$ cat config.mk
export PLATFORM = sky130hd
export DESIGN_NAME = spi_master_multi
export DESIGN_NICKNAME = d
export VERILOG_FILES = /design/src/rtl/spi_master_multi.sv
export SDC_FILE = /design/constraint.sdc
export NUM_CORES = 1
export LEC_CHECK = 0
export BUFFER_PORTS_ARGS = -buffer_cell sky130_fd_sc_hd__clkbuf_2
export CORE_UTILIZATION = 40
export CTS_CLUSTER_DIAMETER = 150
export DETAILED_ROUTE_END_ITERATION = 8
export SETUP_SLACK_MARGIN = 0.2
export SLEW_MARGIN = 20
export SYNTH_ARGS = -nofsm -noshare
export SYNTH_HDL_FRONTEND = slang
export SYNTH_SLANG_ARGS = --single-unit
$ cat constraint.sdc
create_clock -name clk -period 2.28 [get_ports clk]
set_input_delay 0.228 -clock clk [delete_from_list [all_inputs] [get_ports clk]]
set_output_delay 0.228 -clock clk [all_outputs]
set_load 0.01 [all_outputs]
$ cat src/rtl/spi_master_multi.sv
// SPI master: per-command CPOL/CPHA and bit count, parametrised setup/divider/gap timing,
// MISO captured into a right-aligned response word.
module spi_master_multi #(
  parameter int DATA_W    = 16,
  parameter int NUM_SS    = 8,
  parameter int CLK_DIV   = 20,
  parameter int SETUP_CYC = 20,
  parameter int END_CYC   = 15,
  parameter int MSB_FIRST = 1
) (
  input  logic                        clk,
  input  logic                        rst,
  input  logic                        cmd_valid,
  output logic                        cmd_ready,
  input  logic [DATA_W-1:0]           cmd_data,
  input  logic [$clog2(DATA_W+1)-1:0] cmd_len,
  input  logic [NUM_SS-1:0]           cmd_ss,
  input  logic                        cmd_cpol,
  input  logic                        cmd_cpha,
  output logic                        rsp_valid,
  output logic [DATA_W-1:0]           rsp_data,
  output logic                        busy,
  output logic                        SPI_CLK,
  output logic                        MOSI,
  input  logic                        MISO,
  output logic [NUM_SS-1:0]           SPI_SS
);

  localparam int LEN_W   = $clog2(DATA_W + 1);
  localparam int TGL_W   = LEN_W + 1;
  localparam int CNT_MAX = (SETUP_CYC > CLK_DIV + END_CYC) ? SETUP_CYC : CLK_DIV + END_CYC;
  localparam int CNT_W   = $clog2(CNT_MAX + 1);

  localparam logic [LEN_W-1:0] DW_L       = LEN_W'(DATA_W);
  localparam logic [CNT_W-1:0] SETUP_LAST = CNT_W'(SETUP_CYC);
  localparam logic [CNT_W-1:0] DIV_LAST   = CNT_W'(CLK_DIV - 1);
  // Ready is raised one edge early so the next accept lands END_CYC edges after SS rises.
  localparam logic [CNT_W-1:0] END_LAST   = CNT_W'(CLK_DIV + END_CYC - 2);

  typedef enum logic [1:0] {ST_IDLE, ST_SETUP, ST_XFER, ST_END} state_t;

  state_t              state;
  logic [CNT_W-1:0]    cnt;
  logic [TGL_W-1:0]    tgl;
  logic [LEN_W-1:0]    len;
  logic                cpol, cpha;
  logic [NUM_SS-1:0]   ss_mask;
  logic [DATA_W-1:0]   tx_sr, rx_sr;

  logic [LEN_W-1:0]    len_clamp;
  logic [DATA_W-1:0]   tx_shift, rx_next;
  logic                cur_bit, next_bit;
  logic                do_toggle, lead_tgl, last_tgl;

  assign len_clamp = (cmd_len == '0 || cmd_len > DW_L) ? DW_L : cmd_len;
  assign lead_tgl  = ~tgl[0];
  assign last_tgl  = (tgl == {len, 1'b0} - TGL_W'(1));
  assign do_toggle = (state == ST_SETUP && cnt == SETUP_LAST) ||
                     (state == ST_XFER  && cnt == DIV_LAST);

  always_comb begin
    // NOTE: every signal gets a default first so no latch is inferred.
    cur_bit  = tx_sr[0];
    tx_shift = tx_sr >> 1;
    rx_next  = {MISO, rx_sr[DATA_W-1:1]};
    if (MSB_FIRST != 0) begin
      cur_bit  = tx_sr[DATA_W-1];
      tx_shift = tx_sr << 1;
      rx_next  = {rx_sr[DATA_W-2:0], MISO};
    end
    next_bit = (MSB_FIRST != 0) ? tx_shift[DATA_W-1] : tx_shift[0];
  end

  always_ff @(posedge clk or negedge rst) begin
    if (!rst) begin
      state     <= ST_IDLE;
      cnt       <= '0;
      tgl       <= '0;
      len       <= '0;
      cpol      <= 1'b0;
      cpha      <= 1'b0;
      ss_mask   <= '0;
      // NOTE: the shift registers are reset too, so an aborted transfer leaves no stale bits.
      tx_sr     <= '0;
      rx_sr     <= '0;
      cmd_ready <= 1'b0;
      busy      <= 1'b0;
      rsp_valid <= 1'b0;
      rsp_data  <= '0;
      SPI_CLK   <= 1'b0;
      MOSI      <= 1'b0;
      SPI_SS    <= '1;
    end else begin
      // NOTE: all sequential state is updated with non-blocking assignments.
      rsp_valid <= 1'b0;
      case (state)
        ST_IDLE: begin
          if (cmd_ready && cmd_valid) begin
            state     <= ST_SETUP;
            cnt       <= '0;
            tgl       <= '0;
            len       <= len_clamp;
            cpol      <= cmd_cpol;
            cpha      <= cmd_cpha;
            ss_mask   <= cmd_ss;
            // Left-align MSB-first data so the first bit always sits at the top.
            tx_sr     <= (MSB_FIRST != 0) ? cmd_data << (DW_L - len_clamp) : cmd_data;
            rx_sr     <= '0;
            cmd_ready <= 1'b0;
            busy      <= 1'b1;
          end else begin
            cmd_ready <= 1'b1;
          end
        end
        ST_SETUP: begin
          if (cnt == '0) begin
            SPI_SS  <= ~ss_mask;
            SPI_CLK <= cpol;
            MOSI    <= cpha ? 1'b0 : cur_bit;
          end
          if (cnt == SETUP_LAST) begin
            state <= ST_XFER;
            cnt   <= '0;
          end else begin
            cnt <= cnt + CNT_W'(1);
          end
        end
        ST_XFER: begin
          if (cnt == DIV_LAST) begin
            cnt <= '0;
            if (last_tgl) state <= ST_END;
          end else begin
            cnt <= cnt + CNT_W'(1);
          end
        end
        ST_END: begin
          if (cnt == DIV_LAST) begin
            SPI_SS    <= '1;
            MOSI      <= 1'b0;
            rsp_valid <= 1'b1;
            rsp_data  <= (MSB_FIRST != 0) ? rx_sr : rx_sr >> (DW_L - len);
          end
          if (cnt == END_LAST) begin
            state     <= ST_IDLE;
            cnt       <= '0;
            cmd_ready <= 1'b1;
            busy      <= 1'b0;
          end else begin
            cnt <= cnt + CNT_W'(1);
          end
        end
        default: state <= ST_IDLE;
      endcase

      if (do_toggle) begin
        SPI_CLK <= ~SPI_CLK;
        tgl     <= tgl + TGL_W'(1);
        if (lead_tgl) begin
          if (cpha) begin
            MOSI  <= cur_bit;
            tx_sr <= tx_shift;
          end else begin
            rx_sr <= rx_next;
          end
        end else begin
          if (cpha) begin
            rx_sr <= rx_next;
          end else if (!last_tgl) begin
            MOSI  <= next_bit;
            tx_sr <= tx_shift;
          end
        end
      end
    end
  end

endmodule

Word-level counts from Yosys, hierarchy flattened. Index checks and enable logic that the tools add are counted.

Register bits after elaboration: 90. Input bits: 35. Output and inout port bits: 29. Logic and storage cells: 110.

$add $sub $neg: 4. Order comparisons: 1. Equal/unequal tests: 14. Shift-type cells: 1. Multiplexer cells: 50. Bitwise operators: 2. Reduce and logical (&&, ||, !) cells: 22.

Operators with widths (number): two-way mux 16 bit (13); two-way mux 6 bit (6); one-hot mux 6 bit (4 select lines) (1); two-way mux 1 bit (17); two-way mux 8 bit (2); one-hot mux 8 bit (2 select lines) (1); << shifter 16 x 5 -> 16 bit (1); adder 6 x 1 -> 6 bit, second input constant (2); equality test 6 x 5 -> 1 bit, second input constant (2); nonzero test 2 bit (6); two-way mux 2 bit (5); AND reduction 2 bit (5); inequality test 2 bit, second input constant (4); NOT 8 bit (1); one-hot mux 2 bit (4 select lines) (1); equality test 6 bit (1); equality test 6 bit, second input constant (1); zero test 6 bit (1); inequality test 2 x 1 -> 1 bit, second input constant (3); one-hot mux 1 bit (2 select lines) (3); AND reduction 3 bit (2); subtractor 6 x 1 -> 6 bit, second input constant (1); > comparator 5 bit, second input constant (1); zero test 5 bit (1); other kinds (9) (13).

Depth between registers and ports, before layout.
Depth after elaboration: 11. Depth in mapped cells: 16. Depth with buffers taken out: 12.

Least setup slack after synthesis. OpenSTA, ideal clock, no wires.

Kind: input port to flip-flop. From: in cmd_len[0]. To: reg tx_sr[14]. Setup time: 131 ps. Data arrival time: 3043 ps. Data required time: 2149 ps. Slack: -894 ps. Stages: 14. Cell sequence: buf_6 -> nor4_1 -> inv_1 -> ha_1 -> and2b_4 -> inv_2 -> buf_6 -> ha_1 -> xnor2_1 -> mux2_2 -> a221oi_1 -> a22oi_1 -> a31oi_1 -> o211ai_1.

Longest elaborated chain between the ends: 11. Elaborated cells on any way between the ends: 13. Those cells by class: add/sub (1); order compare (1); shift (1); mux (8); reduce/logical (2).

Ends and longest elaborated chain: from (decl) (RTL line 16) `input logic [$clog2(DATA_W+1)-1:0] cmd_len,`; > comparator 5 bit / zero test 5 bit (equally long branches) (RTL line 55) `assign len_clamp = (cmd_len == '0 || cmd_len > DW_L) ? DW_L : cmd_len;`; logical OR 1 bit (RTL line 55); two-way mux 5 bit (*) (RTL line 55); subtractor 5 bit (*) (RTL line 107) `tx_sr <= (MSB_FIRST != 0) ? cmd_data << (DW_L - len_clamp) : cmd_data;`; << shifter 16 x 5 -> 16 bit (*) (RTL line 107); two-way mux 16 bit (*) (RTL line 98) `if (cmd_ready && cmd_valid) begin`; two-way mux 16 bit (*) (RTL line 96) `case (state)`; two-way mux 16 bit (RTL line 168) `end else if (!last_tgl) begin`; two-way mux 16 bit (RTL line 166) `if (cpha) begin`; two-way mux 16 bit (RTL line 158) `if (lead_tgl) begin`; two-way mux 16 bit (*) (RTL line 155) `if (do_toggle) begin`; to (signal assigned) (RTL line 107); to (signal assigned) (RTL line 161) `tx_sr <= tx_shift;`; to (signal assigned) (RTL line 170) `tx_sr <= tx_shift;`; to (decl) (RTL line 48) `logic [DATA_W-1:0] tx_sr, rx_sr;`.

Every way passes the cells marked *; elsewhere a longest branch is shown, timed or not. A chain may end at the register's enable or synchronous reset.

Final worst setup path.
From: in cmd_len[3]. To: reg tx_sr[13].

The elaborated chain is that of the path after synthesis.

==> results.cfg <==
[clock_tree]
cts-root-buf = clkbuf_16
htree_num_levels = 3
path_clk_slew_ns = 0.07
cts_tree = yes
cts_inserted_buffers = 9
clk-insertion-delay-late_ns = 0.35
clock-sinks = 90
clk_path_buf_depth = 2

[worst_setup_path]
ff2ff_path_depth = 7
r2r_end = tx_sr[13]$_DFF_PN0_
path_max_fanout = 7
crit_chain = buf_6 -> nor4_4 -> inv_2 -> ha_4 -> and2b_4 -> inv_4 -> ha_4 -> or3b_4 -> a32oi_4 -> nor2_2 -> a22oi_1 -> o211ai_1 -> mux2_4
worstPathArrival_ns = 2.74
crit_type = in -> reg
r2r-start = state[0]$_DFFE_PN0P_
timing.critical_path.mode_cell = ha_4
cp_slowest_cell = or3b_4
cp-end-kind = flop
reg2reg_setup_slack_ns = 0.14
crit_start = cmd_len[3]
cp-start-kind = primary input
cpPeakStageDelay_ns = 0.41
cp_top_family = simple AND/OR/NAND/NOR gates
critPathRequiredTime_ns = 2.51
crit_buf_inv = 3

[yosys]
synthXorXnorAreaFrac_pct = 2.03
ys_warn_count = 0
synthCells = 521
synth_top_cell_area_share_pct = 40.1
synth_top_area_cell = dfrtp_1
synth.distinct_cells = 67
synth-main-ff-cell = dfrtp_1
ys_seq_area_share_pct = 44.2
mappedNetlistArea_um2 = 5120
synth-compound-area-share_pct = 13.5
async_reset_ff_share_pct = 100
syn_nets = 567
synth_mux_area_share_pct = 13.4
ys_top_cells_by_area = dfrtp_1 40%, nand2_1 7.7%, mux2_2 6.2%
synth_top_family_by_area = simple AND/OR/NAND/NOR gates
syn_area_per_cell_um2 = 9.82
synth-edff-count = 0
yosys.area_share.simple_pct = 19.2
ys_ff_latch = 90
synthAdderAreaFrac_pct = 2.69

[placed_design]
hpwl_um = 8120
portBuffers = 63
post_dp_cell_area_um2 = 5870
dp_slack_ns = -0.749
post-place-cells = 762
place_congestion = 0.861

[run_status]
status = complete, but fails checks
violations = negative setup slack

[route]
detail-route-antenna-nets = 0
wl_um = 11700
drt_iter0_drc = 216
viasPerCell = 5.26
vias = 4152
drc_errors = 0
firstDrtPassIters = 4
detail_route.wl_per_cell_um = 14.9

[cells_and_area]
final_core_util_pct = 53.1
final_common_cell = nand2_1
mostFrequentLayoutCells = 104 x nand2_1, 81 x dfrtp_1, 60 x clkbuf_2
num_antenna_cells = 0
nets = 662
areaGrowthSynthToFinish_pct = 27.1
final_cells = 789
design_area_um2 = 6500
final_layout_size_suffix_gt1_share_pct = 35.4
fill_cells = 1079

[hold_path]
holdPathEnd = rx_sr[0]$_DFF_PN0_
hp-class = in -> reg
hold_start = MISO
min_path_cells = 3

[global_routing]
antenna_found_initial = 0
grt_pass1_wl_um = 19200
grt_pass1_vias = 3978
grt_max_degree = 59
grt.overflow.total = 0
globalRouteTotalUtil_pct = 18.6

[power_and_ir_drop]
p_per_area_nw_per_um2 = 979
p_leak_nw = 3.12
peakVddDrop_v = 0.000434
p_total_mw = 6.37

[timing]
worst_pin_slew_ns = 0.448
fmax_ghz = 0.398
holdWs_ns = 0.0702
maxSlewViolCount = 0
finalHoldViolations = 0
finClkSkew_ns = 0.00808
relSlewSlack_pct = 70.2
fin_ws_ns = -0.235
fin_tns_setup_ns = -2.26
period_share_pct = 110
finalSetupViolCount = 16
fin_crit_ns = 2.52
rsz0062_at_grt = true

[floorplanning]
dieWidth_um = 115
row_count = 40
core_um2 = 12300
dieArea_um2 = 13200
top_level_ports = 64
die_y_um = 115
start_util_pct = 41.7

[flow_run]
maxCapViolations = 0
==> metal layers <==
metal  vias up  global-route usage, %  share of wire, %
li1       2017                      -                 -
met1      2031                   25.6                48
met2        91                   29.4                46
met3        13                   3.32               4.1
met4         0                   6.67               1.5
met5         -                      0                 0
==> repair_timing <==
| item | in CTS | in global routing |
|---|---|---|
| resized for setup | 17 | 41 |
| pin swaps | 14 | 17 |
| setup buffers | 5 | 4 |
| hold endpoints to repair | 24 | 0 |
| hold buffers | 1 | 0 |
| endpoints found under the setup margin | 32 | 40 |
| cloned | 1 | 0 |
==> worst max-delay path by stage <==
stage,to,cells after the start
finish,tx_sr[13]$_DFF_PN0_,13
global route,tx_sr[13]$_DFF_PN0_,13
CTS,tx_sr[13]$_DFF_PN0_,13
detailed placement,tx_sr[13]$_DFF_PN0_,14
global placement,tx_sr[13]$_DFF_PN0_,13
floorplan,tx_sr[1]$_DFF_PN0_,15
==> synth_stat cells (4+ instances only) <==
library cell,n
dfstp_2,8
clkbuf_1,13
a21oi_1,17
mux2i_1,18
mux4_2,5
ha_1,11
a22oi_1,6
o22ai_1,6
dfrtp_1,82
nor2b_1,12
nand2b_1,9
inv_1,17
xor2_1,5
o21ai_0,33
o211ai_1,4
nand3b_1,4
xnor2_1,5
mux2_2,28
a22o_1,6
buf_2,6
nand2_1,105
buf_6,7
nand3_1,27
nor2_1,22
==> power breakdown <==
| part | internal [mW] | switching, mW | leakage (nW) |
|---|---|---|---|
| sequential | 2.04 | 0.280 | 1.18 |
| clock | 1.12 | 0.656 | 0.176 |
| combinational | 1.08 | 1.19 | 1.76 |
==> cell type report <==
type,count,area [um2],area share (%)
Multi-Input combinational cell,383,2840,43.7
Sequential cell,90,2260,34.8
Timing Repair Buffer,114,759,11.7
Clock buffer,10,239,3.67
Tap cell,168,210,3.23
Clock inverter,6,119,1.83
Inverter,18,70.1,1.08
==> registers in the layout, indices dropped and copies added, names as in the netlist, 2 cells and up <==
| signal | flops |
|---|---|
| tx_sr | 16 |
| rx_sr | 16 |
| tgl | 6 |
| len | 5 |
| state | 2 |
| ss_mask | 8 |
| rsp_data | 16 |
| SPI_SS | 8 |
| cnt | 6 |
==> cell families (layout without fill, tap and decap cells) <==
group                    count (synthesis)  count (layout)
AO/OA/AOI/OAI                          101             101
XOR/XNOR                                11              11
adder cells (fa/ha/maj)                 11              11
buffers and inverters                   48             148
flip-flops                              90              90
multiplexers                            54              54
AND/OR/NAND/NOR                        206             206
==> worst register-to-register path, delay by kind of cell (launching register included) <==
kind / cells / cell delay [ns]
flip-flops: 1 / 0.42
buffers and inverters: 1 / 0.10
AND/OR/NAND/NOR: 2 / 0.82
multiplexers: 1 / 0.17
AO/OA/AOI/OAI: 2 / 0.24
adder cells (fa/ha/maj): 1 / 0.32
Power figures use the tool's default switching activity.
